==> src/rtl/booth_mult_seq_pkg.sv <==
// Shared definitions for the sequential radix-2 Booth multiplier:
// FSM state encoding and the Booth pair codes {Q0, Q-1}.
package booth_mult_seq_pkg;

  typedef enum logic {
    ST_IDLE = 1'b0,
    ST_CALC = 1'b1
  } state_t;

  // {Q0, Q-1} patterns that require an add or a subtract of M
  localparam logic [1:0] BOOTH_ADD = 2'b01;
  localparam logic [1:0] BOOTH_SUB = 2'b10;

  function automatic logic [1:0] booth_pair(input logic q0, input logic q_m1);
    return {q0, q_m1};
  endfunction

endpackage

==> src/rtl/booth_mult_seq_add_sub.sv <==
// Plain combinational adder/subtractor: y = sub ? a - b : a + b.
module add_sub #(
  parameter int WIDTH = 9
) (
  input  logic [WIDTH-1:0] a,
  input  logic [WIDTH-1:0] b,
  input  logic             sub,
  output logic [WIDTH-1:0] y
);

  assign y = sub ? (a - b) : (a + b);

endmodule

==> src/rtl/booth_mult_seq.sv <==
// Self-sequencing radix-2 Booth multiplier. One start pulse runs WIDTH+1
// iterations on (WIDTH+1)-bit extended operands; done pulses for one cycle
// when product updates. Supports signed/unsigned mode and synchronous abort.
module booth_mult_seq
  import booth_mult_seq_pkg::*;
#(
  parameter int WIDTH = 8
) (
  input  logic               clk,
  input  logic               reset,
  input  logic               start,
  input  logic               abort,
  input  logic               signed_mode,
  input  logic [WIDTH-1:0]   multiplicand,
  input  logic [WIDTH-1:0]   multiplier,
  output logic               busy,
  output logic               done,
  output logic [2*WIDTH-1:0] product
);

  // One extension bit lets unsigned operands run through signed Booth exactly
  localparam int E  = WIDTH + 1;
  localparam int CW = $clog2(WIDTH + 1);
  localparam logic [CW-1:0] LAST_COUNT = CW'(WIDTH);

  state_t         state, state_next;
  logic [E-1:0]   m_reg, a_reg, q_reg;
  logic           q_m1;
  logic [CW-1:0]  count;

  logic [E-1:0]   sum_diff, a_alu, a_next, q_next;
  logic           q_m1_next;
  logic           last_iter, accept, finish;

  // Subtract exactly when Q0=1; the result is only consumed for pairs 01/10
  add_sub #(.WIDTH(E)) u_add_sub (
    .a   (a_reg),
    .b   (m_reg),
    .sub (q_reg[0]),
    .y   (sum_diff)
  );

  // Select A+M, A-M or A from the current Booth pair
  always_comb begin
    // NOTE: every variable written here gets a default first, so no latch is inferred.
    a_alu = a_reg;
    case (booth_pair(q_reg[0], q_m1))
      BOOTH_ADD, BOOTH_SUB: a_alu = sum_diff;
      default:              a_alu = a_reg;
    endcase
  end

  // Arithmetic right shift of {A', Q, Q-1}; A' sign bit replicated
  assign a_next    = {a_alu[E-1], a_alu[E-1:1]};
  assign q_next    = {a_alu[0], q_reg[E-1:1]};
  assign q_m1_next = q_reg[0];

  assign last_iter = (state == ST_CALC) && (count == LAST_COUNT);
  assign accept    = (state == ST_IDLE) && start && !abort;
  assign finish    = last_iter && !abort;

  // State register
  always_ff @(posedge clk or posedge reset) begin
    // NOTE: sequential state uses non-blocking assignments so all registers update together.
    if (reset) state <= ST_IDLE;
    else       state <= state_next;
  end

  // Next-state logic; abort beats both a new start and the final iteration
  always_comb begin
    state_next = state;
    case (state)
      ST_IDLE: if (start && !abort)      state_next = ST_CALC;
      ST_CALC: if (abort || last_iter)   state_next = ST_IDLE;
      default:                           state_next = ST_IDLE;
    endcase
  end

  // FSM outputs
  always_comb begin
    busy = (state == ST_CALC);
  end

  // Operand load on accept, one Booth iteration per CALC cycle
  always_ff @(posedge clk or posedge reset) begin
    if (reset) begin
      m_reg <= '0;
      a_reg <= '0;
      q_reg <= '0;
      q_m1  <= 1'b0;
      count <= '0;
    end else if (accept) begin
      m_reg <= {signed_mode & multiplicand[WIDTH-1], multiplicand};
      q_reg <= {signed_mode & multiplier[WIDTH-1], multiplier};
      a_reg <= '0;
      q_m1  <= 1'b0;
      count <= '0;
    end else if (state == ST_CALC) begin
      if (abort) begin
        count <= '0;
      end else begin
        a_reg <= a_next;
        q_reg <= q_next;
        q_m1  <= q_m1_next;
        count <= count + 1'b1;
      end
    end
  end

  // Completion: one-cycle done pulse and product capture on the last iteration
  always_ff @(posedge clk or posedge reset) begin
    if (reset) begin
      done    <= 1'b0;
      product <= '0;
    end else begin
      done <= finish;
      if (finish) product <= {a_next[WIDTH-2:0], q_next};
    end
  end

endmodule

==> config.mk <==
export PLATFORM = sky130hd
export DESIGN_NAME = booth_mult_seq
export DESIGN_NICKNAME = d
export VERILOG_FILES = /design/src/rtl/booth_mult_seq_pkg.sv /design/src/rtl/booth_mult_seq_add_sub.sv /design/src/rtl/booth_mult_seq.sv
export SDC_FILE = /design/constraint.sdc
export NUM_CORES = 1
export LEC_CHECK = 0
export CORE_AREA = 2 2 68 86
export CTS_BUF_LIST = sky130_fd_sc_hd__clkbuf_2
export DETAILED_ROUTE_END_ITERATION = 16
export DIE_AREA = 0 0 70 88
export GPL_TIMING_DRIVEN = 0
export PLACE_DENSITY = 0.79
export SYNTH_ARGS = -nofsm -noshare
export SYNTH_HDL_FRONTEND = slang
export SYNTH_HIERARCHICAL = 1
export SYNTH_SLANG_ARGS = --single-unit
==> constraint.sdc <==
create_clock -name clk -period 4.5 [get_ports clk]
set_input_delay 0.9 -clock clk [delete_from_list [all_inputs] [get_ports clk]]
set_output_delay 0.9 -clock clk [all_outputs]
set_load 0.02 [all_outputs]
==> impl_results.html <==
<table>
<tr><th>Metric</th><th>Value</th></tr>
<tr><th colspan="2">Setup path</th></tr>
<tr><td>Worst setup startpoint</td><td>q_reg[0]$_DFFE_PP0P_</td></tr>
<tr><td>R2r startpoint</td><td>q_reg[0]$_DFFE_PP0P_</td></tr>
<tr><td>Type of origin of the critical path</td><td>flip-flop</td></tr>
<tr><td>Worst EP arrival</td><td>3.31 ns</td></tr>
<tr><td>Peak fanout along the critical path</td><td>8</td></tr>
<tr><td>Nature of the critical path endpoint</td><td>flip-flop</td></tr>
<tr><td>WP data required</td><td>about 4.8 ns</td></tr>
<tr><td>Critical path start-end classification</td><td>reg -&gt; reg</td></tr>
<tr><th colspan="2">Timing</th></tr>
<tr><td>Peak Freq</td><td>approximately 340 MHz</td></tr>
<tr><td>RSZ-0062 raised after global routing</td><td>no</td></tr>
<tr><td>Worst-case headroom to the max-slew limit</td><td>59.3%</td></tr>
<tr><td>Layout Skew</td><td>between 0.03 and 0.04 ns</td></tr>
<tr><td>Final hold vios</td><td>0</td></tr>
<tr><td>Count of final max-slew check failures</td><td>0</td></tr>
<tr><td>Finish-stage setup viols</td><td>0</td></tr>
<tr><td>Tightest Pin Transition</td><td>between 0.6 and 0.7 ns</td></tr>
<tr><td>Minimum clock period</td><td>a little under 3 ns</td></tr>
<tr><td>Setup_tns</td><td>0 ns</td></tr>
<tr><td>Final worst path period share</td><td>roughly two thirds</td></tr>
<tr><td>Worst setup margin</td><td>between 1.5 and 2 ns</td></tr>
<tr><th colspan="2">Min path</th></tr>
<tr><td>Startpoint of the worst hold path</td><td>m_reg[8]$_DFFE_PP0P_</td></tr>
<tr><td>Classification of the worst-slack hold path</td><td>reg -&gt; reg</td></tr>
<tr><th colspan="2">Detailed routing</th></tr>
<tr><td>Post-route DRC</td><td>0</td></tr>
<tr><td>Count of antenna-violating nets left after detailed routing</td><td>0</td></tr>
<tr><td>Drt initial violations</td><td>40</td></tr>
<tr><td>Final routed wire length divided by cell count</td><td>~14 um</td></tr>
<tr><td>Routed Wire Length</td><td>~5.3 mm</td></tr>
<tr><td>Per-cell via count in the routed design</td><td>5.32</td></tr>
<tr><td>Total via count in the routed design</td><td>about 1900</td></tr>
<tr><td>Number of optimization iterations in the first detailed-route pass</td><td>4</td></tr>
<tr><th colspan="2">Floorplanning</th></tr>
<tr><td>Starting density of the core</td><td>48.9%</td></tr>
<tr><td>Number of standard-cell rows in the floorplan</td><td>30</td></tr>
<tr><td>Die Span Y</td><td>around 90 um</td></tr>
<tr><td>Die width</td><td>roughly 70 um</td></tr>
<tr><td>CORE AREA</td><td>5330 um2</td></tr>
<tr><td>Die area</td><td>approximately 6000 um2</td></tr>
<tr><td>IO Count</td><td>39</td></tr>
<tr><th colspan="2">Logic synthesis</th></tr>
<tr><td>Netlist area before placement</td><td>roughly 2600 um2</td></tr>
<tr><td>EDFF count, synth</td><td>0</td></tr>
<tr><td>Synthesized area per cell</td><td>~10 um2</td></tr>
<tr><td>Count of warnings emitted by yosys</td><td>6</td></tr>
<tr><td>Fraction of the yosys area taken by sequential cells</td><td>between 40% and 50%</td></tr>
<tr><td>Library cells used by synthesis</td><td>39</td></tr>
<tr><td>Net count after synthesis</td><td>approximately 290</td></tr>
<tr><td>Top flip-flop cell by instance count after synthesis</td><td>sky130_fd_sc_hd__dfrtp_1</td></tr>
<tr><td>Post-synthesis sequential element count</td><td>49</td></tr>
<tr><td>Fraction of registers with async set or reset after synthesis</td><td>100%</td></tr>
<tr><td>Mapped Cells</td><td>approximately 250</td></tr>
<tr><th colspan="2">Clock network</th></tr>
<tr><td>Resize count post-CTS</td><td>0</td></tr>
<tr><td>Number of sinks handled by clock tree synthesis</td><td>49</td></tr>
<tr><td>Maximum level of the CTS H-tree</td><td>2</td></tr>
<tr><td>Deepest clock path buffer count</td><td>2</td></tr>
<tr><td>Number of CTS-inserted buffers</td><td>5</td></tr>
<tr><td>Number of post-CTS setup repair buffers</td><td>0</td></tr>
<tr><td>CTS Root Cell</td><td>sky130_fd_sc_hd__clkbuf_2</td></tr>
<tr><td>Hold buffers post-CTS</td><td>0</td></tr>
<tr><td>Clock insertion delay at the later pin of the skew report</td><td>0.43 ns</td></tr>
<tr><td>CTS clock-pin slew for the worst setup and hold paths</td><td>0.24 ns</td></tr>
<tr><td>Clock tree from TritonCTS</td><td>built</td></tr>
<tr><th colspan="2">Power and ir drop</th></tr>
<tr><td>Clk pwr share</td><td>16.0%</td></tr>
<tr><td>Total power per unit cell area</td><td>between 400 and 500 nW/um2</td></tr>
<tr><td>Logic pwr share</td><td>about 45%</td></tr>
<tr><td>Internal</td><td>roughly 930 uW</td></tr>
<tr><td>Worst vdd rail ir drop</td><td>around 250 uV</td></tr>
<tr><td>Total Power</td><td>approximately 1500 uW</td></tr>
<tr><td>Share of total power consumed by net switching</td><td>37.5%</td></tr>
<tr><td>Sequential power share</td><td>39.1%</td></tr>
<tr><td>Leakage power total</td><td>about 0.0015 uW</td></tr>
<tr><td>Switching component of the power</td><td>between 500 and 600 uW</td></tr>
<tr><th colspan="2">Cells and area</th></tr>
<tr><td>Core occupancy in the finished layout</td><td>around 59%</td></tr>
<tr><td>Area grow syn2layout</td><td>21.1%</td></tr>
<tr><td>Filler cells</td><td>about 440</td></tr>
<tr><td>Share of layout cells above drive strength 1</td><td>between 10% and 20%</td></tr>
<tr><td># nets final</td><td>~330</td></tr>
<tr><td>Most frequent cells in the layout</td><td>sky130_fd_sc_hd__nand2_1, sky130_fd_sc_hd__dfrtp_1, sky130_fd_sc_hd__clkdlybuf4s50_1</td></tr>
<tr><td># diodes</td><td>0</td></tr>
<tr><td>Max reg flops</td><td>16</td></tr>
<tr><td>Commonest non-fill, non-tap cell in the layout</td><td>sky130_fd_sc_hd__nand2_1</td></tr>
<tr><th colspan="2">Global route</th></tr>
<tr><td>Maximum number of pins on one net before global-route repair</td><td>39</td></tr>
<tr><td>Global-route total usage across every layer</td><td>a little under a fifth</td></tr>
<tr><td>Wire length of the first global-routing pass</td><td>approximately 8.9 mm</td></tr>
<tr><td>Via count of the first global-routing pass</td><td>slightly below 2000</td></tr>
<tr><td>Leftover overflow at the end of global routing</td><td>0</td></tr>
<tr><td>Number of antenna violations at the first check in global routing</td><td>0</td></tr>
<tr><th colspan="2">Outcome</th></tr>
<tr><td>Result of the run</td><td>finished, final reports clean</td></tr>
<tr><th colspan="2">Flow run</th></tr>
<tr><td>Max-cap violations</td><td>0</td></tr>
<tr><th colspan="2">Placement</th></tr>
<tr><td>Final weighted congestion of routability-driven global placement</td><td>between 0.8 and 0.9</td></tr>
<tr><td>Detailed-placement wirelength estimate</td><td>roughly 4 mm</td></tr>
<tr><td>Port Buffer Count</td><td>38</td></tr>
<tr><td>Pre-CTS worst setup slack</td><td>1.57 ns</td></tr>
</table>
[cells by family (layout without fill, tap and decap cells)]
| kind of cell | count (synthesis) | after routing | synth area share, % |
|---|---|---|---|
| adder cells (fa/ha/maj) | 12 | 12 | 6.05 |
| AND/OR/NAND/NOR | 82 | 82 | 15.2 |
| XOR/XNOR | 17 | 17 | 5.71 |
| buffers and inverters | 23 | 70 | 3.60 |
| multiplexers | 23 | 23 | 9.79 |
| flip-flops | 49 | 49 | 47.0 |
| AO/OA/AOI/OAI | 46 | 46 | 12.6 |
[worst max-delay path: stages (launching register included)]
cell and delay (ns):
sky130_fd_sc_hd__dfrtp_1 0.52, sky130_fd_sc_hd__clkbuf_1 0.34, sky130_fd_sc_hd__mux2_2 0.42, sky130_fd_sc_hd__inv_1 0.06, sky130_fd_sc_hd__ha_1 0.21, sky130_fd_sc_hd__nor2b_1 0.14, sky130_fd_sc_hd__o31a_1 0.25, sky130_fd_sc_hd__o21ai_1 0.16
sky130_fd_sc_hd__a21boi_1 0.10, sky130_fd_sc_hd__xor2_1 0.16, sky130_fd_sc_hd__mux2_2 0.29, sky130_fd_sc_hd__mux2_2 0.26
[worst paths after layout]
path,depth (start not counted),slack (ns),endpoint
max,11,1.52,product[15]$_DFFE_PP0P_
min,2,0.53,m_reg[8]$_DFFE_PP0P_
max reg2reg,11,1.52,product[15]$_DFFE_PP0P_
min reg2reg,2,0.53,m_reg[8]$_DFFE_PP0P_
max in group asynchronous,3,3.32,product[6]$_DFFE_PP0P_
min in group asynchronous,2,0.69,done$_DFF_PP0_
[synth_stat cells, types with 2 or more instances]
master,instances,area (um2)
sky130_fd_sc_hd__nor3b_2,2,25.0
sky130_fd_sc_hd__xnor2_1,13,114
sky130_fd_sc_hd__ha_1,11,138
sky130_fd_sc_hd__mux2_2,20,225
sky130_fd_sc_hd__a22oi_1,8,60.1
sky130_fd_sc_hd__a22o_1,3,26.3
sky130_fd_sc_hd__o21ai_0,9,45.0
sky130_fd_sc_hd__o31a_1,2,17.5
sky130_fd_sc_hd__nor2b_1,3,18.8
sky130_fd_sc_hd__o2bb2ai_1,5,43.8
sky130_fd_sc_hd__buf_2,3,15.0
sky130_fd_sc_hd__nand2_1,51,191
sky130_fd_sc_hd__clkbuf_1,6,22.5
sky130_fd_sc_hd__nor2_1,7,26.3
sky130_fd_sc_hd__o21a_1,3,22.5
sky130_fd_sc_hd__o31ai_1,3,22.5
sky130_fd_sc_hd__nand3_1,8,40.0
sky130_fd_sc_hd__xor2_1,4,35.0
sky130_fd_sc_hd__a21oi_1,7,35.0
sky130_fd_sc_hd__inv_1,13,48.8
sky130_fd_sc_hd__mux2i_1,3,30.0
sky130_fd_sc_hd__nor3_1,3,15.0
sky130_fd_sc_hd__dfrtp_1,49,1230
[stage by stage]
| step | cells | hold slack [ns] | instance area [um2] |
|---|---|---|---|
| global placement | 354 | 0.475 | 3070 |
| global route | 363 | 0.567 | 3160 |
| CTS | 363 | 0.531 | 3160 |
| finish | 363 | 0.527 | 3160 |
| floorplan | 252 | 0.459 | 2610 |
| detailed placement | 355 | 0.479 | 3090 |
[power by group through the flow]
stage | sequential, uW | clock [uW] | combinational, uW
after floorplan | 568 | 0 | 530
after global placement | 586 | 0 | 638
after detailed placement | 588 | 0 | 668
after CTS | 581 | 246 | 670
after global routing | 591 | 259 | 748
final | 581 | 238 | 668
[final cells by class]
type                            count  area (um2)  area share [%]
Inverter                           13        48.8            1.55
Sequential cell                    49        1230            38.9
Multi-Input combinational cell    180        1290            40.8
Tap cell                           64        80.1            2.54
Buffer                             10        45.0            1.43
Clock inverter                      2        38.8            1.23
Timing Repair Buffer               39         400            12.7
Clock buffer                        6        30.0           0.952
[layer usage]
layer	GRT usage [%]	routed length, um	vias to the layer above
met5	0	0	-
met4	6.82	86	0
met3	2.88	183	9
met2	33.2	2810	40
met1	21.4	2190	929
li1	-	-	952
(Power assumes the default switching activity.)
==> RTL change 1 (same settings) <==
The output `done` loses its register stage (`done` becomes a continuous assignment). Comments in the files are not updated.
--- a/src/rtl/booth_mult_seq.sv
+++ b/src/rtl/booth_mult_seq.sv
@@ -110,13 +110,13 @@
   // Completion: one-cycle done pulse and product capture on the last iteration
   always_ff @(posedge clk or posedge reset) begin
     if (reset) begin
-      done    <= 1'b0;
       product <= '0;
     end else begin
-      done <= finish;
       if (finish) product <= {a_next[WIDTH-2:0], q_next};
     end
   end
 
+  assign done = finish;
+
 endmodule
 
Check against the original RTL: not equivalent (a bounded check fails within 10 cycles, from zero or initial values and one cycle with reset high).
==> RTL change 1 against the original RTL <==
Sequential share of layout area shrank 1.0 points. Power grew 6.6%. Count of clock-buffer cells in the layout shrank 1. Cell count shrank 0.28%. Largest power group unchanged. Worst setup slack lost 0.59 ns. Core utilization grew 0.40 points. Synthesized area shrank 0.96%. Global-route usage shrank 0.087 points. Design area grew 0.67%. Sequential cell count shrank 1. Highest routed layer unchanged. Routed wire length grew 0.55%. Critical path type is now in2out.
==> RTL change 1: results (changes against the original RTL) <==
status - finished, final reports clean (unchanged)
first-pass GRT wire length - 8840 um (was 8850 um)
Clock Sinks - 48 (was 49)
Iter 0 DRT Violations - 41 (was 40)
Finished Layout Cells - 362 (was 363)
crit-path max cell delay - 0.63 ns (was 0.52 ns)
Filler cells - 459 (was 441)
Placement Cell Area - 0.00306 sq mm (was 0.00309 sq mm)
skew final - 0.0253 ns (was 0.0358 ns)
Avg Vias per Cell - 5.47 (was 5.32)
Ys Warns - 6 (unchanged)
post-synthesis cell count - 251 (was 252)
DR WL met3 - 194 um (was 183 um)
Layout Utilization - 59.6% (was 59.2%)
Critical Path Source - abort (was q_reg[0])
Crit path arrival time - 2.66 ns (was 3.31 ns)
proportion of layout cells with a drive suffix above 1 - 14.4% (about the same)
Pleak - 1.48 nW (about the same)
Setup crit end - done (was product[15])
Metal-1 WL - 2180 um (was 2190 um)
syn nets - 284 (was 285)
met1 usage - 20.6% (was 21.4%)
largest net degree at the start of global routing - 40 (was 39)
dpl cells - 354 (was 355)
CTS clk-pin slew, worst paths - 0.22 ns (was 0.24 ns)
hpwl dp - 3910 um (was 4010 um)
DR WL met2 - 2750 um (was 2810 um)
Clock-cell share - 3.62% (was 2.18%)
Seq area share - 37.8% (was 38.9%)
gr usage total - 18.0% (was 18.1%)
VDD IR-drop max - 0.000304 V (was 0.000255 V)
Nets - 330 (was 331)
top post-synthesis cells by count - 51 x nand2_1, 48 x dfrtp_1, 20 x mux2_2 (was 51 x nand2_1, 49 x dfrtp_1, 20 x mux2_2)
WL final - 5290 um (was 5260 um)
Sw Share - 35.3% (was 37.5%)
Worst R2R Setup Slack - 1.44 ns (was 1.52 ns)
Non-clk bufs - 49 (unchanged)
vias in the first global route - 1953 (was 1979)
CP max FO - 10 (was 8)
top cells by area, synth - dfrtp_1 47%, mux2_2 8.7%, nand2_1 7.4%, ha_1 5.3%, xnor2_1 4.4% (was dfrtp_1 47%, mux2_2 8.6%, nand2_1 7.3%, ha_1 5.3%, xnor2_1 4.4%)
GR Util met2 - 32.7% (was 33.2%)
RD Place Congestion - 0.860 (was 0.801)
Non-clock buffering overhead - 14.0% (was 14.1%)
CP max-delay cell - clkdlybuf4s50_1 (was dfrtp_1)
sequential share of the synthesized area - 46.5% (was 47.0%)
-- RTL change 1: cell count changes in the layout (fill, tap and decap cells not counted), sizes merged --
cell | unedited run | this run
clkinv | 1 | 0
clkbuf | 12 | 11
bufinv | 1 | 3
dfrtp | 49 | 48
-- RTL change 1: critical path, delay by kind of cell --
kind / cells / cell delay, ns
buf+inv: 3 / 1.34
simple gates: 2 / 0.42
-- RTL change 1: kinds of logic (layout without fill, tap and decap cells) --
logic type               count (synthesis)  after routing  synth area share [%]
multiplexers                            23             23                  9.89
buffers and inverters                   23             70                  3.64
adder cells (fa/ha/maj)                 12             12                  6.11
AO/OA/AOI/OAI                           46             46                  12.7
flip-flops                              48             48                  46.5
XOR/XNOR                                17             17                  5.77
AND/OR/NAND/NOR                         82             82                  15.4
-- RTL change 1: how the worst min path moves through the flow --
stage | start | to | slack [ns]
floorplan | m_reg[8] | m_reg[8] | 0.46
global placement | m_reg[8] | m_reg[8] | 0.48
detailed placement | m_reg[8] | m_reg[8] | 0.48
CTS | q_reg[1] | q_reg[1] | 0.54
global route | product[1] | product[1] | 0.57
finish | q_reg[6] | q_reg[6] | 0.54
-- RTL change 1: metrics by stage --
stage          power [mW]  hold WS (ns)  setup WS, ns
3_5_place_dp         1.24         0.478         0.919
2_1_floorplan        1.09         0.459          1.83
5_1_grt              1.69         0.569         0.849
6_report             1.59         0.545         0.935
4_1_cts              1.60         0.542         0.916
3_3_place_gp         1.21         0.475         0.935
-- RTL change 1: power groups by stage --
stage / sequential (mW) / clock (mW) / combinational (mW)
after floorplan: 0.558 / 0 / 0.530
after global placement: 0.577 / 0 / 0.638
after detailed placement: 0.580 / 0 / 0.659
after CTS: 0.573 / 0.353 / 0.670
after global routing: 0.584 / 0.365 / 0.742
final: 0.573 / 0.348 / 0.665
==> RTL change 2 (same settings) <==
Made on the original files. Set the parameter `WIDTH` to 16 (it was 8).
--- a/src/rtl/booth_mult_seq.sv
+++ b/src/rtl/booth_mult_seq.sv
@@ -4,7 +4,7 @@
 module booth_mult_seq
   import booth_mult_seq_pkg::*;
 #(
-  parameter int WIDTH = 8
+  parameter int WIDTH = 16
 ) (
   input  logic               clk,
   input  logic               reset,
Ports: changed (resized multiplicand, multiplier and product); port bits go from 39 to 71. No check against the original RTL was run, so the function may have changed too.
==> RTL change 2 against the original RTL <==
The flow now stops in global placement. Synthesized cell count up 92%. Synthesized area up 89%.
==> RTL change 2: results (changes against the original RTL) <==
status - stopped before the end (was finished, final reports clean)
Failed at - global placement
Run Error - [ERROR GPL-0301] Utilization 114.051 % exceeds 100%.
post-synthesis cell count - 483 (was 252)
number of synthesized register bits - 90 (was 49)
port bufs - 70 (was 38)
Ys Warns - 6 (unchanged)
syn nets - 540 (was 285)
top post-synthesis cells by count - 90 x dfrtp_1, 89 x nand2_1, 40 x mux2_2 (was 51 x nand2_1, 49 x dfrtp_1, 20 x mux2_2)
top cells by area, synth - dfrtp_1 46%, mux2_2 9.1%, nand2_1 6.8%, ha_1 4.8%, xnor2_1 4.1% (was dfrtp_1 47%, mux2_2 8.6%, nand2_1 7.3%, ha_1 5.3%, xnor2_1 4.4%)
Rows - 30 (unchanged)
sequential share of the synthesized area - 45.6% (was 47.0%)
Netlist cell types - 58 (was 39)
fraction of registers with async set/reset - 100% (unchanged)
-- RTL change 2: cell types whose count changed after synthesis, sizes merged, moves of 8 or more --
| cell | unedited run | this run |
|---|---|---|
| ha | 11 | 19 |
| clkbuf | 6 | 17 |
| o2bb2ai | 5 | 14 |
| nand2 | 51 | 89 |
| nor2 | 8 | 18 |
| mux2 | 20 | 47 |
| dfrtp | 49 | 90 |
| a22oi | 8 | 16 |
| a21oi | 7 | 20 |
| nand3 | 8 | 22 |
| xnor2 | 13 | 25 |
-- RTL change 2: logic make-up after synthesis --
family | share of synthesized area, %
and+or+nand+nor | 14.7
AOI/OAI and AO/OA | 12.8
DFF | 45.6
muxes | 11.7
buffers and inverters | 3.63
xor gates and xnor gates | 6.34
adders and majority gates | 5.22
